==> config.mk <==
export PLATFORM = sky130hd
export DESIGN_NAME = fp_cmult_seq
export DESIGN_NICKNAME = d
export VERILOG_FILES = /design/src/rtl/fp_cmult_pkg.sv /design/src/rtl/fp_cmult_valid_pipe.sv /design/src/rtl/fp_cmult_seq.sv
export SDC_FILE = /design/constraint.sdc
export NUM_CORES = 1
export LEC_CHECK = 0
export ABC_CLOCK_PERIOD_IN_PS = 5450
export CAP_MARGIN = 15
export CORE_AREA = 5 5 117 119
export DETAILED_ROUTE_END_ITERATION = 12
export DIE_AREA = 0 0 122 124
export PLACE_DENSITY_LB_ADDON = 0.08
export REMOVE_ABC_BUFFERS = 1
export SYNTH_ARGS = -nofsm -noshare
export SYNTH_HDL_FRONTEND = slang
export SYNTH_SLANG_ARGS = --single-unit
==> constraint.sdc <==
create_clock -name clk -period 5.45 [get_ports clk]
set_input_delay 1.635 -clock clk [delete_from_list [all_inputs] [get_ports clk]]
set_output_delay 1.635 -clock clk [all_outputs]
set_load 0.05 [all_outputs]
==> src/rtl/fp_cmult_pkg.sv <==
// Shared types and defaults for the FP complex-multiplier issue/credit controller.
package fp_cmult_pkg;

  localparam int LAT_DEF   = 8;
  localparam int DEPTH_DEF = 16;
  localparam int TAGW_DEF  = 4;
  // Pipe entries carry the widest supported tag; the top zero-extends.
  localparam int TAGW_MAX  = 16;

  typedef enum logic [1:0] {
    IDLE  = 2'd0,
    RUN   = 2'd1,
    DRAIN = 2'd2
  } state_e;

  typedef struct packed {
    logic                valid;
    logic                last;
    logic [TAGW_MAX-1:0] tag;
  } pipe_t;

  function automatic bit is_pow2(input int v);
    return (v > 0) && ((v & (v - 1)) == 0);
  endfunction

endpackage

==> src/rtl/fp_cmult_valid_pipe.sv <==
// LAT-deep shadow of the multiplier array: tracks {valid, tag, last} per batch.
module fp_cmult_valid_pipe
  import fp_cmult_pkg::*;
#(
  parameter int LAT = LAT_DEF
) (
  input  logic  clk,
  input  logic  reset,
  input  pipe_t din,
  output pipe_t dout
);

  pipe_t vld_pipe [1:LAT];

  // Plain shift register; reset wipes every in-flight entry.
  always_ff @(posedge clk) begin
    if (reset) begin
      for (int i = 1; i <= LAT; i++) vld_pipe[i] <= '0;
    end else begin
      vld_pipe[1] <= din;
      for (int i = 2; i <= LAT; i++) vld_pipe[i] <= vld_pipe[i-1];
    end
  end

  assign dout = vld_pipe[LAT];

endmodule

==> src/rtl/fp_cmult_seq.sv <==
// Issue/credit controller for the 64-lane FP complex multiplier array.
// Optional perf counters enabled by defining FP_CMULT_SEQ_PERF_EN.
module fp_cmult_seq
  import fp_cmult_pkg::*;
#(
  parameter int LAT   = LAT_DEF,
  parameter int DEPTH = DEPTH_DEF,
  parameter int TAGW  = TAGW_DEF
) (
  input  logic                     clk,
  input  logic                     reset,
  input  logic                     start,
  input  logic                     flush_req,
  input  logic                     in_valid,
  output logic                     in_ready,
  input  logic [TAGW-1:0]          in_tag,
  input  logic                     in_last,
  output logic                     op_load,
  output logic                     buf_wr_en,
  output logic [$clog2(DEPTH)-1:0] buf_wr_addr,
  output logic [$clog2(DEPTH)-1:0] buf_rd_addr,
  output logic                     out_valid,
  input  logic                     out_ready,
  output logic [TAGW-1:0]          out_tag,
  output logic                     out_last,
  output logic                     busy,
  output logic                     flush_done
`ifdef FP_CMULT_SEQ_PERF_EN
  ,
  output logic [31:0]              perf_issued,
  output logic [31:0]              perf_stall,
  output logic [31:0]              perf_bp
`endif
);

  localparam int AW = $clog2(DEPTH);
  localparam int CW = AW + 1;   // counts 0..DEPTH inclusive

  if (LAT < 1 || DEPTH < 2 || DEPTH < LAT || !is_pow2(DEPTH) ||
      TAGW < 1 || TAGW > TAGW_MAX) begin : g_bad_cfg
    $error("fp_cmult_seq: illegal LAT/DEPTH/TAGW combination");
  end

  state_e        state;
  logic [CW-1:0] credits, inflight, occ;
  logic [AW-1:0] wr_ptr, rd_ptr;
  logic [TAGW-1:0] side_tag  [DEPTH];
  logic            side_last [DEPTH];

  pipe_t pin, pout;
  logic  issue, pop, wr;
  logic  tag_hi_unused;

  assign in_ready = (state == RUN) && (credits != '0);
  assign issue    = in_valid & in_ready;
  assign op_load  = issue;
  assign wr       = pout.valid;
  assign out_valid = (occ != '0);
  assign pop      = out_valid & out_ready;
  assign busy     = (inflight != '0) || (occ != '0);

  // Pack the accepted batch into a pipe entry.
  always_comb begin
    pin                = '0;
    pin.valid          = issue;
    pin.last           = in_last;
    pin.tag[TAGW-1:0]  = in_tag;
  end

  fp_cmult_valid_pipe #(.LAT(LAT)) u_pipe (
    .clk   (clk),
    .reset (reset),
    .din   (pin),
    .dout  (pout)
  );

  assign tag_hi_unused = ^pout.tag;

  assign buf_wr_en   = wr;
  assign buf_wr_addr = wr_ptr;
  assign buf_rd_addr = rd_ptr;
  // Gate with out_valid so an empty buffer presents zeros, never stale slots.
  assign out_tag     = out_valid ? side_tag[rd_ptr]  : '0;
  assign out_last    = out_valid ? side_last[rd_ptr] : 1'b0;

  // Control FSM; flush_done is a registered pulse on DRAIN->IDLE.
  always_ff @(posedge clk) begin
    if (reset) begin
      state      <= IDLE;
      flush_done <= 1'b0;
    end else begin
      flush_done <= 1'b0;
      case (state)
        IDLE:  if (start) state <= RUN;
        RUN:   if (flush_req) state <= DRAIN;
        DRAIN: if (inflight == '0 && occ == '0) begin
                 state      <= IDLE;
                 flush_done <= 1'b1;
               end
        default: state <= IDLE;
      endcase
    end
  end

  // Credit, occupancy and pointer bookkeeping; credits == DEPTH - inflight - occ.
  always_ff @(posedge clk) begin
    if (reset) begin
      credits  <= CW'(DEPTH);
      inflight <= '0;
      occ      <= '0;
      wr_ptr   <= '0;
      rd_ptr   <= '0;
    end else begin
      credits  <= credits  - CW'(issue) + CW'(pop);
      inflight <= inflight + CW'(issue) - CW'(wr);
      occ      <= occ      + CW'(wr)    - CW'(pop);
      if (wr)  wr_ptr <= wr_ptr + 1'b1;
      if (pop) rd_ptr <= rd_ptr + 1'b1;
    end
  end

  // Side array holds tag/last for each RAM slot; contents only matter while occupied.
  always_ff @(posedge clk) begin
    if (wr) begin
      side_tag[wr_ptr]  <= pout.tag[TAGW-1:0];
      side_last[wr_ptr] <= pout.last;
    end
  end

`ifdef FP_CMULT_SEQ_PERF_EN
  // Saturating perf counters, restarted on every IDLE->RUN.
  always_ff @(posedge clk) begin
    if (reset || (state == IDLE && start)) begin
      perf_issued <= '0;
      perf_stall  <= '0;
      perf_bp     <= '0;
    end else begin
      if (issue && perf_issued != '1) perf_issued <= perf_issued + 32'd1;
      if (state == RUN && in_valid && !in_ready && perf_stall != '1)
        perf_stall <= perf_stall + 32'd1;
      if (out_valid && !out_ready && perf_bp != '1) perf_bp <= perf_bp + 32'd1;
    end
  end
`endif

endmodule

==> metrics.md <==
| Metric | Value |
|---|---|
| Initial antenna violation count | 0 |
| DIE HEIGHT | between 100 and 150 um |
| Mean Syn Cell Area | around 14 um2 |
| Slew margin rel. | between 30% and 40% |
| TNS Setup | 0 ns |
| Clock Skew | around 0.0073 ns |
| Core area | ~12000 um2 |
| Clk sinks | roughly 160 |
| Pwr dens | 444 nW/um2 |
| Slew @ Worst Pin | approximately 0.93 ns |
| Fin crit period | 4.84 ns |
| Setup violators final | 0 |
| Max clock buf depth | 2 |
| Ports | 30 |
| Clk pin slew, worst setup/hold paths | 0.06 ns |
| Hold_buf cts | 0 |
| Wire per inst | roughly 15 um |
| First-pass GRT wire length | 16.2 mm |
| Worst min path class | register to register |
| Synth warn | 0 |
| Die X | approximately 120 um |
| Asr flop ratio synth | 0% |
| Core Rows | 41 |
| Pin count of the biggest net entering global routing | just over 40 |
| RSZ-0062 raised after global routing | no |
| Critical path arrival | 3.20 ns |
| Initial core utilization | around 48% |
| Tot GR Track Use | between 10 and 15% |
| # Post-CTS Setup Buffers | 0 |
| Status | finished, final reports clean |
| Worst vdd ir | about 0.22 mV |
| Critical path class | register to output pin |
| Fin crit share | about 89% |
| Peak Freq | approximately 210 MHz |
| CP Max Fanout | 15 |
| Cell count after synthesis | between 400 and 500 |
| Syn Std Cell Area | 6030 um2 |
| Layout Cells excl Fill | between 600 and 700 |
| Detailed Place HPWL | approximately 6.7 mm |
| Sequential element share of the synthesized area | 65.7% |
| Vias/cell | a little under 5 |
| CTS HTree Levels | 4 |
| Total number of vias | approximately 3200 |
| Top-area cell type share of the netlist area | ~40% |
| CTS Buf Count | 17 |
| Drt pass-1 iters | 4 |
| Global route overflow | 0 |
| IO buf count | 29 |
| WP data required | 3.82 ns |
| Clock latency on the worst-skew pair | about 0.42 ns |
| Worst setup EP type | output pin |
| Seq cells post-synth | approximately 160 |
| Post-DRT Antenna Nets | 0 |
| Share of cells above drive strength 1 | roughly an eighth |
| Antenna Cells | 0 |
| Vias in the first global route | ~3200 |
| Post-synth top area cell | edfxtp_1 |
| Inst Count DP | around 610 |
| Fin. Hold Viols | 0 |
| Dominant synthesized flop cell | edfxtp_1 |
| Nets | just under 500 |
| Top cells by area, synth | edfxtp_1 (40%), dfxtp_1 (26%), mux4_2 (6.0%) |
| Pins Over Slew Limit | 0 |
| PostCTS Resize Cnt | 0 |
| Residual DRC count | 0 |
| WL final | 9.87 mm |
| Max Cap Violations | 0 |
| Launching element type of the critical path | register |
| GP Congestion | between 0.7 and 0.8 |
| Post-synth EDFFs | 80 |
| Layout overhead on the synthesized area | 16.6% |
| Drt initial violations | 207 |
| Netlist cell types | 42 |
| CTS tree | done |
| Leakage | about 2.4 nW |
| Die area | 15100 um2 |
| Clock root buffer master | clkbuf_16 |
cells in the mapped netlist (8+ instances only):
cell and instances:
clkbuf_1 8, nor2_1 21, dfxtp_1 78, mux4_2 16, and2_1 16, nand2_1 9
nor2b_1 53, xor2_1 8, mux2i_1 13, inv_1 22, ha_1 21, a21oi_1 9
edfxtp_1 80
path summary, 6_finish.rpt:
check / start / end / slack (ns) / cells after the start
max: register / out_last / 0.61 / 5
min: u_pipe.vld_pipe[7][3]$_SDFF_PP0_ / u_pipe.vld_pipe[8][3]$_SDFF_PP0_ / 0.43 / 1
max reg2reg: occ[3]$_SDFF_PP0_ / occ[4]$_SDFF_PP0_ / 2.25 / 15
min reg2reg: u_pipe.vld_pipe[7][3]$_SDFF_PP0_ / u_pipe.vld_pipe[8][3]$_SDFF_PP0_ / 0.43 / 1
critical path: stages, from the launching register on:
cell and delay [ns]:
dfxtp_1 0.93, buf_4 0.31, mux4_2 0.53, mux2i_1 0.20, o22ai_1 0.11, clkdlybuf4s50_1 0.71
per-stage QoR:
stage	setup slack (ns)	util, %	power [W]	hold WS (ns)	instance area, um2
global placement	0.954	51.9	0.00204	0.416	6470
global route	0.382	56.4	0.00328	0.447	7030
CTS	0.495	56.4	0.00317	0.437	7030
floorplan	0.987	-	0.00186	0.414	5950
detailed placement	0.916	51.9	0.00206	0.422	6470
finish	0.614	56.4	0.00312	0.431	7030
metal layers:
layer,track usage (%),share of wire (%),up-vias
met5,0,0,-
met4,5.67,1.7,0
met3,5.13,4.2,16
met2,23.4,48,59
met1,17.9,46,1541
li1,-,-,1543
power breakdown:
group	internal (W)	switching (W)	total [W]
Combinational	0.000289	0.000371	0.000660
Sequential	0.00129	0.0000721	0.00136
Clock	0.000635	0.000460	0.00110
Total	0.00222	0.000903	0.00312
state kept, by name, indices dropped and copies added, names as in the netlist, named ones only:
register	flops
side_tag	64
u_pipe.vld_pipe	48
side_last	16
credits	5
inflight	5
occ	5
buf_rd_addr	4
buf_wr_addr	4
state	2
flush_done	1
cell usage in the layout, fill, tap and decap left out, types with 4 or more instances in the layout:
| cell type | count |
|---|---|
| o21ai_0 | 4 |
| mux4_2 | 16 |
| xor2_1 | 8 |
| ha_1 | 21 |
| o22ai_1 | 4 |
| a21o_1 | 4 |
| edfxtp_1 | 80 |
| nor2_1 | 21 |
| clkdlybuf4s50_1 | 27 |
| dfxtp_1 | 78 |
| nor2b_1 | 53 |
| mux2i_1 | 13 |
| inv_1 | 24 |
| or3_1 | 4 |
| a21oi_1 | 9 |
| buf_4 | 4 |
| nand3_1 | 5 |
| clkbuf_16 | 18 |
| xnor2_1 | 6 |
| nand2_1 | 9 |
| and2_1 | 16 |
final cells by class:
type                            instances  area [um2]
Clock buffer                           20         478
Clock inverter                         11        80.1
Fill cell                            1038        5430
Inverter                               23        86.3
Multi-Input combinational cell        223        1900
Sequential cell                       158        3960
Tap cell                              172         215
Timing Repair Buffer                   32         305
kinds of logic (layout without fill, tap and decap cells):
group,Yosys count,count (layout),synth area share (%)
multiplexers,33,33,9.44
adder cells (fa/ha/maj),24,24,5.35
flip-flops,158,158,65.7
AND/OR/NAND/NOR,128,128,12.4
AO/OA/AOI/OAI,24,24,2.38
XOR/XNOR,14,14,2.03
buffers and inverters,39,86,2.74
(Power assumes the default switching activity.)
